**src/rtl/wakey_wb_pkg.sv**
```systemverilog
// Shared types and constants for the Wishbone configuration master.
package wakey_wb_pkg;

    typedef enum logic [1:0] {
        IDLE = 2'd0,
        BUS  = 2'd1,
        RESP = 2'd2
    } wb_state_e;

    localparam logic [31:0] WISHBONE_BASE_ADDR = 32'h3000_0000;
    localparam int          WB_ADDR_BW         = 32;
    localparam int          WB_DATA_BW         = 32;

endpackage

```
**src/rtl/wb_watchdog.sv**
```systemverilog
// Counts bus cycles without acknowledge; expired_o flags the cycle in which
// the count reaches TIMEOUT_CYCLES while still enabled.
module wb_watchdog #(
    parameter int TIMEOUT_CYCLES = 255
) (
    input  logic clk_i,
    input  logic rst_i,
    input  logic clr_i,
    input  logic en_i,
    output logic expired_o
);

    localparam logic [15:0] LIMIT = 16'(TIMEOUT_CYCLES - 1);

    logic [15:0] cnt_q;
    logic [15:0] cnt_d;

    always_comb begin
        cnt_d = cnt_q;
        if (clr_i) begin
            cnt_d = 16'd0;
        end else if (en_i && (cnt_q != 16'hFFFF)) begin
            cnt_d = cnt_q + 16'd1;
        end
    end

    always_ff @(posedge clk_i or posedge rst_i) begin
        if (rst_i) begin
            cnt_q <= 16'd0;
        end else begin
            cnt_q <= cnt_d;
        end
    end

    // cnt_q holds the ack-less cycles already seen; this cycle would be the last allowed one.
    assign expired_o = en_i && (cnt_q >= LIMIT);

endmodule

```
**src/rtl/wb_cfg_master.sv**
```systemverilog
// Wishbone classic single-transfer initiator driven by a command/response stream.
// Optional statistics counters are enabled by defining WB_CFG_MASTER_STATS_EN.
module wb_cfg_master
    import wakey_wb_pkg::*;
#(
    parameter int                 ADDR_BW        = WB_ADDR_BW,
    parameter int                 DATA_BW        = WB_DATA_BW,
    parameter int                 SEL_BW         = DATA_BW / 8,
    parameter logic [ADDR_BW-1:0] BASE_ADDR      = ADDR_BW'(WISHBONE_BASE_ADDR),
    parameter int                 TIMEOUT_CYCLES = 255
) (
    input  logic               clk_i,
    input  logic               rst_i,
    input  logic               cmd_valid_i,
    output logic               cmd_ready_o,
    input  logic               cmd_we_i,
    input  logic [ADDR_BW-1:0] cmd_adr_i,
    input  logic [DATA_BW-1:0] cmd_dat_i,
    input  logic [SEL_BW-1:0]  cmd_sel_i,
    output logic               rsp_valid_o,
    input  logic               rsp_ready_i,
    output logic [DATA_BW-1:0] rsp_dat_o,
    output logic               rsp_err_o,
    output logic               wbm_cyc_o,
    output logic               wbm_stb_o,
    output logic               wbm_we_o,
    output logic [SEL_BW-1:0]  wbm_sel_o,
    output logic [ADDR_BW-1:0] wbm_adr_o,
    output logic [DATA_BW-1:0] wbm_dat_o,
    input  logic               wbm_ack_i,
    input  logic [DATA_BW-1:0] wbm_dat_i,
`ifdef WB_CFG_MASTER_STATS_EN
    output logic [15:0]        txn_count_o,
    output logic [15:0]        err_count_o,
`endif
    output logic               busy_o
);

    wb_state_e          state_q;
    logic               wbm_cyc_q;
    logic               wbm_stb_q;
    logic               wbm_we_q;
    logic [SEL_BW-1:0]  wbm_sel_q;
    logic [ADDR_BW-1:0] wbm_adr_q;
    logic [DATA_BW-1:0] wbm_dat_q;
    logic               rsp_valid_q;
    logic [DATA_BW-1:0] rsp_dat_q;
    logic               rsp_err_q;
    logic               wd_expired;

    wb_watchdog #(
        .TIMEOUT_CYCLES (TIMEOUT_CYCLES)
    ) u_watchdog (
        .clk_i     (clk_i),
        .rst_i     (rst_i),
        .clr_i     (state_q == IDLE),
        .en_i      ((state_q == BUS) && !wbm_ack_i),
        .expired_o (wd_expired)
    );

    always_ff @(posedge clk_i or posedge rst_i) begin
        if (rst_i) begin
            state_q     <= IDLE;
            wbm_cyc_q   <= 1'b0;
            wbm_stb_q   <= 1'b0;
            wbm_we_q    <= 1'b0;
            wbm_sel_q   <= '0;
            wbm_adr_q   <= '0;
            wbm_dat_q   <= '0;
            rsp_valid_q <= 1'b0;
            rsp_dat_q   <= '0;
            rsp_err_q   <= 1'b0;
        end else begin
            case (state_q)
                IDLE: begin
                    if (cmd_valid_i) begin
                        wbm_adr_q <= BASE_ADDR + cmd_adr_i;
                        wbm_we_q  <= cmd_we_i;
                        wbm_sel_q <= cmd_sel_i;
                        wbm_dat_q <= cmd_dat_i;
                        wbm_cyc_q <= 1'b1;
                        wbm_stb_q <= 1'b1;
                        state_q   <= BUS;
                    end
                end
                BUS: begin
                    // Ack is tested first so a late ack beats the watchdog.
                    if (wbm_ack_i) begin
                        wbm_cyc_q   <= 1'b0;
                        wbm_stb_q   <= 1'b0;
                        wbm_dat_q   <= '0;
                        rsp_dat_q   <= wbm_we_q ? '0 : wbm_dat_i;
                        rsp_err_q   <= 1'b0;
                        rsp_valid_q <= 1'b1;
                        state_q     <= RESP;
                    end else if (wd_expired) begin
                        wbm_cyc_q   <= 1'b0;
                        wbm_stb_q   <= 1'b0;
                        wbm_dat_q   <= '0;
                        rsp_dat_q   <= '0;
                        rsp_err_q   <= 1'b1;
                        rsp_valid_q <= 1'b1;
                        state_q     <= RESP;
                    end
                end
                RESP: begin
                    if (rsp_ready_i) begin
                        rsp_valid_q <= 1'b0;
                        state_q     <= IDLE;
                    end
                end
                default: begin
                    state_q <= IDLE;
                end
            endcase
        end
    end

`ifdef WB_CFG_MASTER_STATS_EN
    logic [15:0] txn_count_q;
    logic [15:0] err_count_q;

    always_ff @(posedge clk_i or posedge rst_i) begin
        if (rst_i) begin
            txn_count_q <= 16'd0;
            err_count_q <= 16'd0;
        end else if (rsp_valid_q && rsp_ready_i) begin
            if (txn_count_q != 16'hFFFF) begin
                txn_count_q <= txn_count_q + 16'd1;
            end
            if (rsp_err_q && (err_count_q != 16'hFFFF)) begin
                err_count_q <= err_count_q + 16'd1;
            end
        end
    end

    assign txn_count_o = txn_count_q;
    assign err_count_o = err_count_q;
`endif

    assign cmd_ready_o = (state_q == IDLE);
    assign busy_o      = (state_q != IDLE);
    assign rsp_valid_o = rsp_valid_q;
    assign rsp_dat_o   = rsp_dat_q;
    assign rsp_err_o   = rsp_err_q;
    assign wbm_cyc_o   = wbm_cyc_q;
    assign wbm_stb_o   = wbm_stb_q;
    assign wbm_we_o    = wbm_we_q;
    assign wbm_sel_o   = wbm_sel_q;
    assign wbm_adr_o   = wbm_adr_q;
    assign wbm_dat_o   = wbm_dat_q;

endmodule

```
**config.mk**
```make
export PLATFORM = sky130hd
export DESIGN_NAME = wb_cfg_master
export DESIGN_NICKNAME = d
export VERILOG_FILES = /design/src/rtl/wakey_wb_pkg.sv /design/src/rtl/wb_watchdog.sv /design/src/rtl/wb_cfg_master.sv
export SDC_FILE = /design/constraint.sdc
export NUM_CORES = 1
export LEC_CHECK = 0
export BUFFER_PORTS_ARGS = -buffer_cell sky130_fd_sc_hd__buf_4
export CORE_MARGIN = 8
export CORE_UTILIZATION = 45
export DETAILED_ROUTE_END_ITERATION = 7
export GPL_ROUTABILITY_DRIVEN = 0
export PLACE_DENSITY = 0.77
export SETUP_SLACK_MARGIN = 0.15
export SYNTH_ARGS = -nofsm -noshare
export SYNTH_HDL_FRONTEND = slang
export SYNTH_HIERARCHICAL = 1
export SYNTH_SLANG_ARGS = --single-unit
```
**constraint.sdc**
```tcl
create_clock -name clk_i -period 7.1 [get_ports clk_i]
set_input_delay 1.42 -clock clk_i [delete_from_list [all_inputs] [get_ports clk_i]]
set_output_delay 1.42 -clock clk_i [all_outputs]
set_load 0.03 [all_outputs]
```
---- Yosys cells after proc, flatten, opt, wreduce, memory -nomap -nowiden ----
Cells that the tools add are included.
storage, ports and cells
  logic and storage cells ................. 56
  input bits .............................. 106
  flip-flop bits (word level) ............. 122
  output and inout bits ................... 107
cells by class
  reductions and logical operators ........ 15
  magnitude comparators ................... 1
  multiplexer cells ....................... 22
  add/subtract/negate cells ............... 2
  eq/ne operators ......................... 6
operator list
  kind                                                                 number
  two-way mux 32 bit                                                   5
  case mux 32 bit (2 select lines)                                     1
  adder 30 x 32 -> 32 bit (first input constant)                       1
  two-way mux 16 bit                                                   2
  adder 16 x 1 -> 16 bit (second input constant)                       1
  greater-or-equal comparator 16 x 8 -> 1 bit (second input constant)  1
  != test 16 bit (second input constant)                               1
  nonzero test 2 bit                                                   5
  AND reduction 3 bit                                                  3
  two-way mux 2 bit                                                    4
  two-way mux 1 bit                                                    7
  case mux 2 bit (3 select lines)                                      1
  != test 2 bit (second input constant)                                2
  case mux 1 bit (2 select lines)                                      2
  AND reduction 2 bit                                                  2
  logical AND 1 bit                                                    3
  != test 3 x 2 -> 1 bit (second input constant)                       1
  == test 2 x 1 -> 1 bit (second input constant)                       1
  == test 2 bit (second input constant)                                1
  zero test 2 bit                                                      1
  zero test 1 bit                                                      1

---- Depth between registers and ports, before layout ----
Gate-level depths: netlist of run 1.
  word-level depth ........................ 6
  mapped depth ............................ 10
  mapped depth without buffers ............ 7

---- By module ----
The synthesis of run 1 kept the hierarchy.
modules (own cells, without submodules)
  module         seq. area each (um^2)  cells each  times used  area each (um^2)
  wb_cfg_master  2,652.5                326         1           4,287.9
  wb_watchdog    400.4                  110         1           969.7

---- Least setup slack after synthesis of run 1 ----
Ideal clock, no wire load.
  path type ............................... input to register
  from .................................... input port wbm_ack_i
  to ...................................... register wbm_dat_q[0] (netlist: wbm_dat_o[0])
  setup time .............................. 121 ps
  stages on the path ...................... 8
  path slack .............................. 4,064 ps
  arrival time ............................ 2,915 ps
  buffers on the path ..................... 2
  cells stage by stage .................... nor2_1 -> clkbuf_1 -> inv_1 -> a31oi_1 -> nor2_2 -> a2bb2oi_4 -> buf_6 -> a22o_1
between the ends
  cells in the longest elaborated chain, start to end .. 5
RTL lines
  element                                  line                 RTL
  start: declaration                       wb_cfg_master.sv:30  input logic wbm_ack_i,
  zero test 1 bit                          wb_cfg_master.sv:57  .en_i ((state_q == BUS) && !wbm_ack_i),
  logical AND 1 bit                        wb_cfg_master.sv:57
  logical AND 1 bit                        wb_watchdog.sv:36    assign expired_o = en_i && (cnt_q >= LIMIT);
  named net wd_expired                     wb_cfg_master.sv:49  logic wd_expired;
  != test 3 x 2 -> 1 bit (no source line)  --
  AND reduction 3 bit (no source line)     --
  end signal: assignment                   wb_cfg_master.sv:80  wbm_dat_q <= cmd_dat_i;
  end: declaration                         wb_cfg_master.sv:45  logic [DATA_BW-1:0] wbm_dat_q;
The timed path passes the listed nets, and every way through them passes these cells.
A chain may end at the register's enable or synchronous reset.

---- Worst setup path in the final report of run 1 ----
  from .................................... register state_q[1]
  to ...................................... register wbm_dat_q[24] (netlist: wbm_dat_o[24])
between the ends
  cells in the longest elaborated chain, start to end .. 5
RTL lines
  element                                  line                 RTL
  start: declaration                       wb_cfg_master.sv:39  wb_state_e state_q;
  start signal: assignment                 wb_cfg_master.sv:63  state_q <= IDLE;
  start signal: assignment                 wb_cfg_master.sv:83  state_q <= BUS;
  start signal: assignment                 wb_cfg_master.sv:95  state_q <= RESP;
  == test 2 x 1 -> 1 bit                   wb_cfg_master.sv:57
  logical AND 1 bit                        wb_cfg_master.sv:57
  logical AND 1 bit                        wb_watchdog.sv:36
  named net wd_expired                     wb_cfg_master.sv:49
  != test 3 x 2 -> 1 bit (no source line)  --
  AND reduction 3 bit (no source line)     --
The timed path passes the listed nets, and every way through them passes these cells.

==> results of run 1 <==
-- final cells by class --
type	instances	area (um2)	share of cell area [%]
Clock buffer	18	439.2	5.926
Tap cell	143	178.9	2.414
Clock inverter	14	123.9	1.671
Timing Repair Buffer	216	1622	21.88
Inverter	10	40.04	0.5403
Multi-Input combinational cell	274	1954	26.37
Sequential cell	122	3053	41.20
-- worst max-delay path by stage --
stage,startpoint,to,slack (ps)
2_1_floorplan,rst_i,rsp_dat_o[0],2890
3_3_place_gp,wbm_ack_i,wbm_dat_o[4],3330
3_5_place_dp,wbm_ack_i,wbm_dat_o[1],3220
4_1_cts,state_q[1],wbm_dat_o[13],3570
5_1_grt,state_q[1],wbm_dat_o[24],3260
6_report,state_q[1],wbm_dat_o[24],3510
-- cell families after synthesis --
family | count (synthesis) | share of synthesized area [%]
and+or+nand+nor | 95 | 9.401
AOI/OAI and AO/OA | 138 | 16.71
adders and majority gates | 3 | 0.7140
muxes | 35 | 9.686
xor gates and xnor gates | 3 | 0.4999
DFF | 122 | 58.07
buffers and inverters | 40 | 4.926
-- per-layer routing --
layer  wire, um  track usage [%]
met4        208            6.394
met2       7945            33.27
met3       1211            5.530
met5          0                0
met1       6157            23.89
-- cells in the mapped netlist (2+ instances only) --
master | number | share of area, %
buf_2 | 10 | 0.95
a22o_1 | 32 | 5.3
buf_12 | 3 | 1.1
nand3_1 | 8 | 0.76
a31oi_1 | 2 | 0.24
o21ai_0 | 44 | 4.2
o21ai_1 | 30 | 2.9
and4_1 | 3 | 0.50
ha_1 | 3 | 0.71
nor3_1 | 3 | 0.29
dfrtp_1 | 122 | 58
mux2_4 | 31 | 8.9
xor2_1 | 2 | 0.33
o2111ai_1 | 2 | 0.33
inv_1 | 10 | 0.71
nand2_1 | 39 | 2.8
buf_4 | 2 | 0.29
buf_6 | 5 | 1.1
or3_1 | 7 | 0.83
a21oi_1 | 16 | 1.5
o31ai_1 | 2 | 0.29
clkbuf_1 | 8 | 0.57
nor4_1 | 3 | 0.36
mux2_2 | 3 | 0.64
clkbuf_2 | 2 | 0.19
nand4_1 | 9 | 1.1
or2_2 | 2 | 0.24
nor2_1 | 10 | 0.71
o211ai_1 | 2 | 0.29
-- state kept, by name (all words and copies together) (netlist names) --
name	cells
u_watchdog/cnt_q	16
wbm_adr_o	32
wbm_sel_o	4
rsp_dat_o	32
state_q	2
wbm_we_o	1
rsp_err_o	1
wbm_stb_o	1
wbm_dat_o	32
rsp_valid_o	1
-- report_power, final --
group	leakage [nW]	internal (mW)	switching, mW
sequential	1.55	0.935	0.152
clock	0.268	0.490	0.316
combinational	1.78	0.575	0.858
total	3.60	2.00	1.33
-- stage by stage --
stage	setup WS, ps	power [mW]
floorplan	2891	1.981
global route	3256	3.486
finish	3514	3.326
CTS	3567	3.362
global placement	3326	2.494
detailed placement	3217	2.536
-- critical path: cells and delay by family, from the launching register on --
family	cells	cell delay [ps]
AND/OR/NAND/NOR	3	1860
AO/OA/AOI/OAI	3	1030
flip-flops	1	460
buffers and inverters	1	140
==> flow_metrics.env, run 1 <==
export IMPL_synth_warning_count=6
export IMPL_drt_pass1_iter_count=5
export IMPL_cpMaxStageDelayCell="nor2_2"
export IMPL_end_kind="flip-flop"
export IMPL_nets=750
export IMPL_ir_drop_v=0.0002716
export IMPL_finClkSkew_ps=11.92
export IMPL_dp_hpwl_mm=11.09
export IMPL_vias_per_cell=5.509
export IMPL_synth_async_reset_ratio_pct=100.0
export IMPL_final_cells=797
export IMPL_rows=39
export IMPL_ys_seq_area_share_pct=58.07
export IMPL_cts_resized=0
export IMPL_grt_pass1_vias=4446
export IMPL_initial_core_util_pct=46.04
export IMPL_vias=4391
export IMPL_core_um2=11420
export IMPL_ys_types=50
export IMPL_clkTransAtPathRegs_ps=60
export IMPL_antenna_found_initial=0
export IMPL_ys_ff_latch=122
export IMPL_syn_avg_cell_area_um2=12.06
export IMPL_tns_ps=0
export IMPL_clock_sinks=122
export IMPL_worst_pin_slew_ps=1245
export IMPL_grt_max_degree=74
export IMPL_layout_commonest_cell="buf_4"
export IMPL_synth_area_um2=5258
export IMPL_fillerInstances=908
export IMPL_syn_num_nets=545
export IMPL_ios=213
export IMPL_slew_headroom_pct=16.60
export IMPL_drt_iter0_drc=593
export IMPL_status="complete, no violations"
export IMPL_clockBufferDepth=2
export IMPL_timing_rr_start="state_q[1]"
export IMPL_cts_setup_buffers=0
export IMPL_rsz0062_at_grt="no"
export IMPL_report_final_slew_viol_count=0
export IMPL_grt_pass1_wl_mm=23.65
export IMPL_path_max_fanout=34
export IMPL_post_drt_wl_per_cell_um=19.48
export IMPL_cap_violations=0
export IMPL_final_core_util_pct=64.90
export IMPL_max_freq_ghz=0.2789
export IMPL_grtUsageTotal_pct=19.71
export IMPL_p_leak_nw=3.596
export IMPL_min_from="wbm_dat_o[14]"
export IMPL_cp_arrival_ps=3920
export IMPL_place_area_um2=6848
export IMPL_hold_path_class="flip-flop to flip-flop"
export IMPL_max_stage_delay_ps=940
export IMPL_setup_viol=0
export IMPL_overflow=0
export IMPL_synth_edff_count=0
export IMPL_worst_hold_path_endpoint="wbm_dat_o[14]"
export IMPL_postSynthCellCount=436
export IMPL_rrSetupSlack_ps=3510
export IMPL_final_area_um2=7411
export IMPL_cp_start_kind="flip-flop"
export IMPL_crit_type="flip-flop to flip-flop"
export IMPL_hold_viol_final=0
export IMPL_critPathRequiredTime_ps=7430
export IMPL_hold_ws_ps=501.2
export IMPL_die_area_um2=15400
export IMPL_clk_latency_ps=410
export IMPL_ctsRootBufferMaster="clkbuf_16"
export IMPL_numCtsBuffers=17
export IMPL_synth_ff_type="dfrtp_1"
export IMPL_drc=0
export IMPL_area_growth_pct=40.96
export IMPL_postCtsHoldBufs=0
export IMPL_worstHoldPathCells=1
export IMPL_postRouteAntennaNets=0
export IMPL_reg2reg_depth=7
export IMPL_die_h_um=124.1
export IMPL_drive_gt1_share_pct=45.11
export IMPL_n_antenna_cell=0
export IMPL_place_inst=765
export IMPL_cp_cell_sequence="nand2b_2, nor2_1, inv_1, a31oi_1, nor2_2, a2bb2oi_4, a22o_1"
export IMPL_drt_wl_total_mm=15.52
export IMPL_period_needed_ps=3586
export IMPL_power_per_cell_area_nw_per_um2=448.8
export IMPL_cts_max_level=4
export IMPL_die_w_um=124.1
export IMPL_final_cell_mix="216 x buf_4, 122 x dfrtp_1, 44 x o21ai_0"
export IMPL_r2r_end="wbm_dat_o[24]"
export IMPL_cts_tree="yes"
export IMPL_fin_crit_sh_pct=50.51
export IMPL_io_buffers=212
(Power assumes the default switching activity.)
==> run 2: changes to the inputs <==
--- a/config.mk
+++ b/config.mk
@@ -7,10 +7,10 @@
 export LEC_CHECK = 0
 export BUFFER_PORTS_ARGS = -buffer_cell sky130_fd_sc_hd__buf_4
 export CORE_MARGIN = 8
-export CORE_UTILIZATION = 45
+export CORE_UTILIZATION = 44
 export DETAILED_ROUTE_END_ITERATION = 7
 export GPL_ROUTABILITY_DRIVEN = 0
-export PLACE_DENSITY = 0.77
+export PLACE_DENSITY = 0.79
 export SETUP_SLACK_MARGIN = 0.15
 export SYNTH_ARGS = -nofsm -noshare
 export SYNTH_HDL_FRONTEND = slang
==> constraint.sdc (replaced) <==
create_clock -name clk_i -period 2.87 [get_ports clk_i]
set_input_delay 0.574 -clock clk_i [delete_from_list [all_inputs] [get_ports clk_i]]
set_output_delay 0.574 -clock clk_i [all_outputs]
set_load 0.03 [all_outputs]
==> run 2 against run 1 <==
  * Clock skew rose by 3.1 ps
  * Worst hold slack got worse by 230 ps
  * Total power rose by 150%
  * First-iteration DRC count fell by 37%
  * Maximum frequency rose by 58%
  * Combinational power rose by 150%
  * Critical path depth did not move
  * Sequential cell count did not move
  * Count of clock-buffer cells in the layout rose by 6
  * Largest cell class unchanged
==> flow_metrics.env, run 2 (synthesis results as in run 1) <==
export IMPL_status="complete, no violations"
export IMPL_drc=0
export IMPL_grt_use_met3_pct=6.502
export IMPL_clk_latency_ps=410
export IMPL_grt_pass1_vias=4428
export IMPL_max_freq_ghz=0.4412
export IMPL_layout_commonest_cell="buf_4"
export IMPL_critPathRequiredTime_ps=3210
export IMPL_power_per_cell_area_nw_per_um2=1101
export IMPL_tns_ps=0
export IMPL_end_kind="flip-flop"
export IMPL_report_final_slew_viol_count=0
export IMPL_antenna_found_initial=0
export IMPL_drive_gt1_share_pct=45.08
export IMPL_cts_max_level=4
export IMPL_area_growth_pct=42.08
export IMPL_clockBufferDepth=2
export IMPL_hold_viol_final=0
export IMPL_ctsRootBufferMaster="clkbuf_16"
export IMPL_grtUsageTotal_pct=19.03
export IMPL_cts_resized=0
export IMPL_place_area_um2=6919
export IMPL_io_buffers=212
export IMPL_drt_wl_total_mm=14.94
export IMPL_cp_start_kind="flip-flop"
export IMPL_ios=213
export IMPL_cts_tree="yes"
export IMPL_rsz0062_at_grt="no"
export IMPL_dp_hpwl_mm=10.78
export IMPL_setup_viol=0
export IMPL_cap_violations=0
export IMPL_top_usage_layer="met2"
export IMPL_r2r_end="wbm_dat_o[17]"
export IMPL_initial_core_util_pct=44.32
export IMPL_vias_per_cell=5.397
export IMPL_final_cell_mix="222 x buf_4, 122 x dfrtp_1, 44 x o21ai_0"
export IMPL_clkTransAtPathRegs_ps=50
export IMPL_ir_drop_v=0.0004089
export IMPL_finClkSkew_ps=15.00
export IMPL_grt_pass1_wl_mm=24.06
export IMPL_core_um2=11860
export IMPL_path_max_fanout=32
export IMPL_overflow=0
export IMPL_p_leak_nw=3.639
export IMPL_drt_pass1_iter_count=5
export IMPL_die_area_um2=15700
export IMPL_met1_usage_pct=22.88
export IMPL_crit_type="flip-flop to flip-flop"
export IMPL_nets=757
export IMPL_final_area_um2=7470
export IMPL_slew_headroom_pct=42.60
export IMPL_postCtsHoldBufs=0
export IMPL_rows=40
export IMPL_drt_iter0_drc=373
export IMPL_n_antenna_cell=0
export IMPL_rrSetupSlack_ps=600
export IMPL_clock_sinks=122
export IMPL_die_h_um=125.3
export IMPL_die_w_um=125.3
export IMPL_vias=4361
export IMPL_period_needed_ps=2267
export IMPL_cts_setup_buffers=0
export IMPL_global_route_usage_met2_pct=30.94
export IMPL_grt_max_degree=74
export IMPL_worst_pin_slew_ps=858.0
export IMPL_numCtsBuffers=17
export IMPL_postRouteAntennaNets=0
export IMPL_post_drt_wl_per_cell_um=18.49
export IMPL_cp_arrival_ps=2610
export IMPL_reg2reg_depth=7
export IMPL_fin_crit_sh_pct=78.98
export IMPL_timing_rr_start="u_watchdog/cnt_q[0]"
export IMPL_hold_path_class="primary input to asynchronous set/reset pin"
-- run 2: area by class of cell --
cell class	count	area, um2
fillers	886	4392
flip-flops and latches	122	3053
repair buffers	223	1687
clock buffers	24	481.7
well taps	147	183.9
inverters	10	41.29
clock inverters	8	68.82
multi-input cells	274	1954
-- run 2: routing by layer --
metal,part of all wire (%),vias up
li1,-,2007
met1,42,2146
met2,50,184
met3,6.7,24
met4,1.7,0
met5,0,-
-- run 2: power breakdown --
group	internal, mW	switching, mW
combinational	1.44	2.11
clock	1.25	0.724
sequential	2.31	0.382
-- run 2: how the worst max path moves through the flow --
stage | startpoint | to | slack [ps] | cells past startpoint
floorplan | state_q[1] | wbm_dat_o[0] | 430 | 10
finish | u_watchdog/cnt_q[0] | wbm_dat_o[17] | 600 | 7
CTS | u_watchdog/cnt_q[0] | wbm_dat_o[17] | 610 | 7
global route | u_watchdog/cnt_q[0] | wbm_dat_o[15] | 460 | 7
global placement | u_watchdog/cnt_q[0] | wbm_dat_o[17] | 720 | 7
detailed placement | wbm_ack_i | u_watchdog/cnt_q[14] | 610 | 7
-- run 2: metrics by stage --
stage	utilization [%]	total power, mW	hold slack (ps)	setup slack, ps	instances
after global routing	62.97	8.594	316.0	458.5	808
after CTS	62.97	8.296	281.2	609.8	808
after detailed placement	58.33	6.285	483.3	607.7	776
final	62.97	8.223	268.9	603.3	808
after floorplan	-	4.901	487.7	428.0	436
after global placement	58.33	6.203	483.4	717.2	776
-- run 2: worst max-delay path, cell delays in order (launching register included) --
cell	delay, ps
dfrtp_1	420
inv_1	90
ha_1	200
o2111ai_1	180
a31oi_1	180
nor2_2	190
a2bb2oi_4	670
a22o_1	250
==> run 3: changes to the inputs <==
--- a/config.mk
+++ b/config.mk
@@ -5,12 +5,13 @@
 export SDC_FILE = /design/constraint.sdc
 export NUM_CORES = 1
 export LEC_CHECK = 0
+export ABC_AREA = 1
 export BUFFER_PORTS_ARGS = -buffer_cell sky130_fd_sc_hd__buf_4
 export CORE_MARGIN = 8
 export CORE_UTILIZATION = 44
 export DETAILED_ROUTE_END_ITERATION = 7
 export GPL_ROUTABILITY_DRIVEN = 0
-export PLACE_DENSITY = 0.79
+export PLACE_DENSITY = 0.78
 export SETUP_SLACK_MARGIN = 0.15
 export SYNTH_ARGS = -nofsm -noshare
 export SYNTH_HDL_FRONTEND = slang
==> constraint.sdc (replaced) <==
create_clock -name clk_i -period 1.9 [get_ports clk_i]
set_input_delay 0.38 -clock clk_i [delete_from_list [all_inputs] [get_ports clk_i]]
set_output_delay 0.38 -clock clk_i [all_outputs]
set_load 0.03 [all_outputs]
==> run 3 against run 2 <==
  * Maximum frequency increased by 34%
  * Final cell count is 30% higher
  * Global-route usage rose by 0.57 points
  * Critical endpoint is now u_watchdog/cnt_q[1]
==> flow_metrics.env, run 3 <==
export IMPL_hold_viol_final=0
export IMPL_ir_drop_v=0.001004
export IMPL_max_freq_ghz=0.5911
export IMPL_max_stage_delay_ps=400
export IMPL_core_um2=12410
export IMPL_synth_ff_type="dfrtp_1"
export IMPL_syn_num_nets=741
export IMPL_ctsRootBufferMaster="clkbuf_16"
export IMPL_ys_ff_latch=122
export IMPL_cp_cell_sequence="ha_2, nand2_2, nor2_2, nand2_2, nor2_4, nor2_4, buf_4, nor2_4, nand2_1, nand2_1"
export IMPL_hold_path_class="primary input to asynchronous set/reset pin"
export IMPL_synthTopCellsByArea="dfrtp_1 55%, nand2_1 20%, nand3_1 4.5%"
export IMPL_synth_most_common_cell="nand2_1"
export IMPL_clk_latency_ps=420
export IMPL_clockBufferDepth=2
export IMPL_syn_avg_cell_area_um2=8.709
export IMPL_synthTopCellsByCount="293 x nand2_1, 122 x dfrtp_1, 49 x nand3_1"
export IMPL_clock_sinks=122
export IMPL_post_drt_wl_per_cell_um=15.36
export IMPL_initial_core_util_pct=44.34
export IMPL_cp_arrival_ps=2040
export IMPL_drt_iter0_drc=282
export IMPL_rsz0062_at_grt="yes"
export IMPL_vias=5013
export IMPL_drc=0
export IMPL_crit_type="flip-flop to flip-flop"
export IMPL_synth_area_um2=5504
export IMPL_cap_violations=0
export IMPL_dp_hpwl_mm=11.30
export IMPL_synth_edff_count=0
export IMPL_path_delay_family="simple AND/OR/NAND/NOR gates"
export IMPL_status="complete, no violations"
export IMPL_cp_common_cell="nor2_4"
export IMPL_numCtsBuffers=17
export IMPL_critPathBufInv=1
export IMPL_setup_viol=0
export IMPL_fin_crit_sh_pct=89.04
export IMPL_period_needed_ps=1692
export IMPL_grt_max_degree=67
export IMPL_drt_wl_total_mm=16.17
export IMPL_antenna_found_initial=0
export IMPL_synth_async_reset_ratio_pct=100.0
export IMPL_die_w_um=127.8
export IMPL_hold_ws_ps=6.989
export IMPL_slew_headroom_pct=53.11
export IMPL_area_growth_pct=48.03
export IMPL_power_per_cell_area_nw_per_um2=1719
export IMPL_end_kind="flip-flop"
export IMPL_ys_seq_area_share_pct=55.47
export IMPL_ys_types=27
export IMPL_report_final_slew_viol_count=0
export IMPL_ios=213
export IMPL_cpMaxStageDelayCell="dfrtp_2"
export IMPL_grtUsageTotal_pct=19.61
export IMPL_clkTransAtPathRegs_ps=50
export IMPL_die_h_um=127.8
export IMPL_layout_commonest_cell="nand2_1"
export IMPL_cts_max_level=4
export IMPL_path_max_fanout=6
export IMPL_overflow=0
export IMPL_worst_pin_slew_ps=702.6
export IMPL_drt_pass1_iter_count=4
export IMPL_final_cell_mix="291 x nand2_1, 237 x buf_4, 121 x dfrtp_1"
export IMPL_cts_tree="yes"
export IMPL_tns_ps=0
export IMPL_nets=977
export IMPL_drive_gt1_share_pct=37.80
export IMPL_io_buffers=212
export IMPL_die_area_um2=16340
export IMPL_finClkSkew_ps=6.970
export IMPL_synth_top_area_share_pct=55.47
export IMPL_cp_start_kind="flip-flop"
export IMPL_critPathRequiredTime_ps=2250
export IMPL_postCtsHoldBufs=0
export IMPL_grt_pass1_wl_mm=25.15
export IMPL_synth_warning_count=6
export IMPL_synth_area_leader_cell="dfrtp_1"
export IMPL_n_antenna_cell=0
export IMPL_grt_pass1_vias=4922
export IMPL_vias_per_cell=4.761
export IMPL_p_leak_nw=4.324
export IMPL_postRouteAntennaNets=0
export IMPL_rows=41
export IMPL_postSynthCellCount=632
-- run 3: worst paths after layout --
path | start | endpoint | slack, ps | cells after the start
min reg2reg | wbm_adr_o[10] | wbm_adr_o[10] | 480 | 2
max | u_watchdog/cnt_q[1] | u_watchdog/cnt_q[1] | 210 | 10
max in group asynchronous | rst_i | wbm_dat_o[30] | 1300 | 3
min in group clk_i | cmd_adr_i[20] | wbm_adr_o[20] | 160 | 3
max reg2reg | u_watchdog/cnt_q[1] | u_watchdog/cnt_q[1] | 210 | 10
min | rst_i | rsp_dat_o[10] | 7 | 2
-- run 3: through the flow --
stage                     cells  cell area (um2)  total power, mW  setup slack [ps]  util [%]
after global routing       1053             8148            14.80             85.36     65.63
after detailed placement   1005             7291            10.24             45.21     58.73
final                      1053             8148            14.01             208.3     65.63
after floorplan             632             5508            7.950             246.5         -
after CTS                  1044             8008            13.96             150.1     64.50
after global placement     1005             7291            10.13             111.2     58.73
-- run 3: report_power, final --
part,internal [mW],switching (mW)
sequential,3.53,0.585
combinational,2.26,4.02
clock,2.46,1.15
total,8.25,5.76
-- run 3: cell families after synthesis --
logic type / after synthesis / share of synthesized area, %
AND/OR/NAND/NOR: 395 / 30.30
flip-flops: 122 / 55.47
buffers and inverters: 58 / 6.570
AO/OA/AOI/OAI: 51 / 6.501
XOR/XNOR: 3 / 0.4775
adder cells (fa/ha/maj): 3 / 0.6820
-- run 3: what timing repair did --
item	4_1_cts	5_1_grt
endpoints found under the setup margin	75	77
buffers inserted	7	6
pin swaps	3	7
gates resized for setup	2	12
cloned	0	3
-- run 3: routing by layer --
layer,vias to the layer above,part of all wire [%],GRT usage (%)
met4,0,2.2,7.972
met2,173,48,31.24
met3,27,11,10.15
li1,2472,-,-
met1,2341,39,21.69
met5,-,0,0
-- run 3: final cells by class --
class / count / area [um2]
Fill cell: 1062 / 4267
Sequential cell: 122 / 3054
Multi-Input combinational cell: 453 / 2136
Timing Repair Buffer: 248 / 1983
Clock buffer: 20 / 436.7
Clock inverter: 12 / 221.5
Tap cell: 172 / 215.2
Inverter: 26 / 101.3
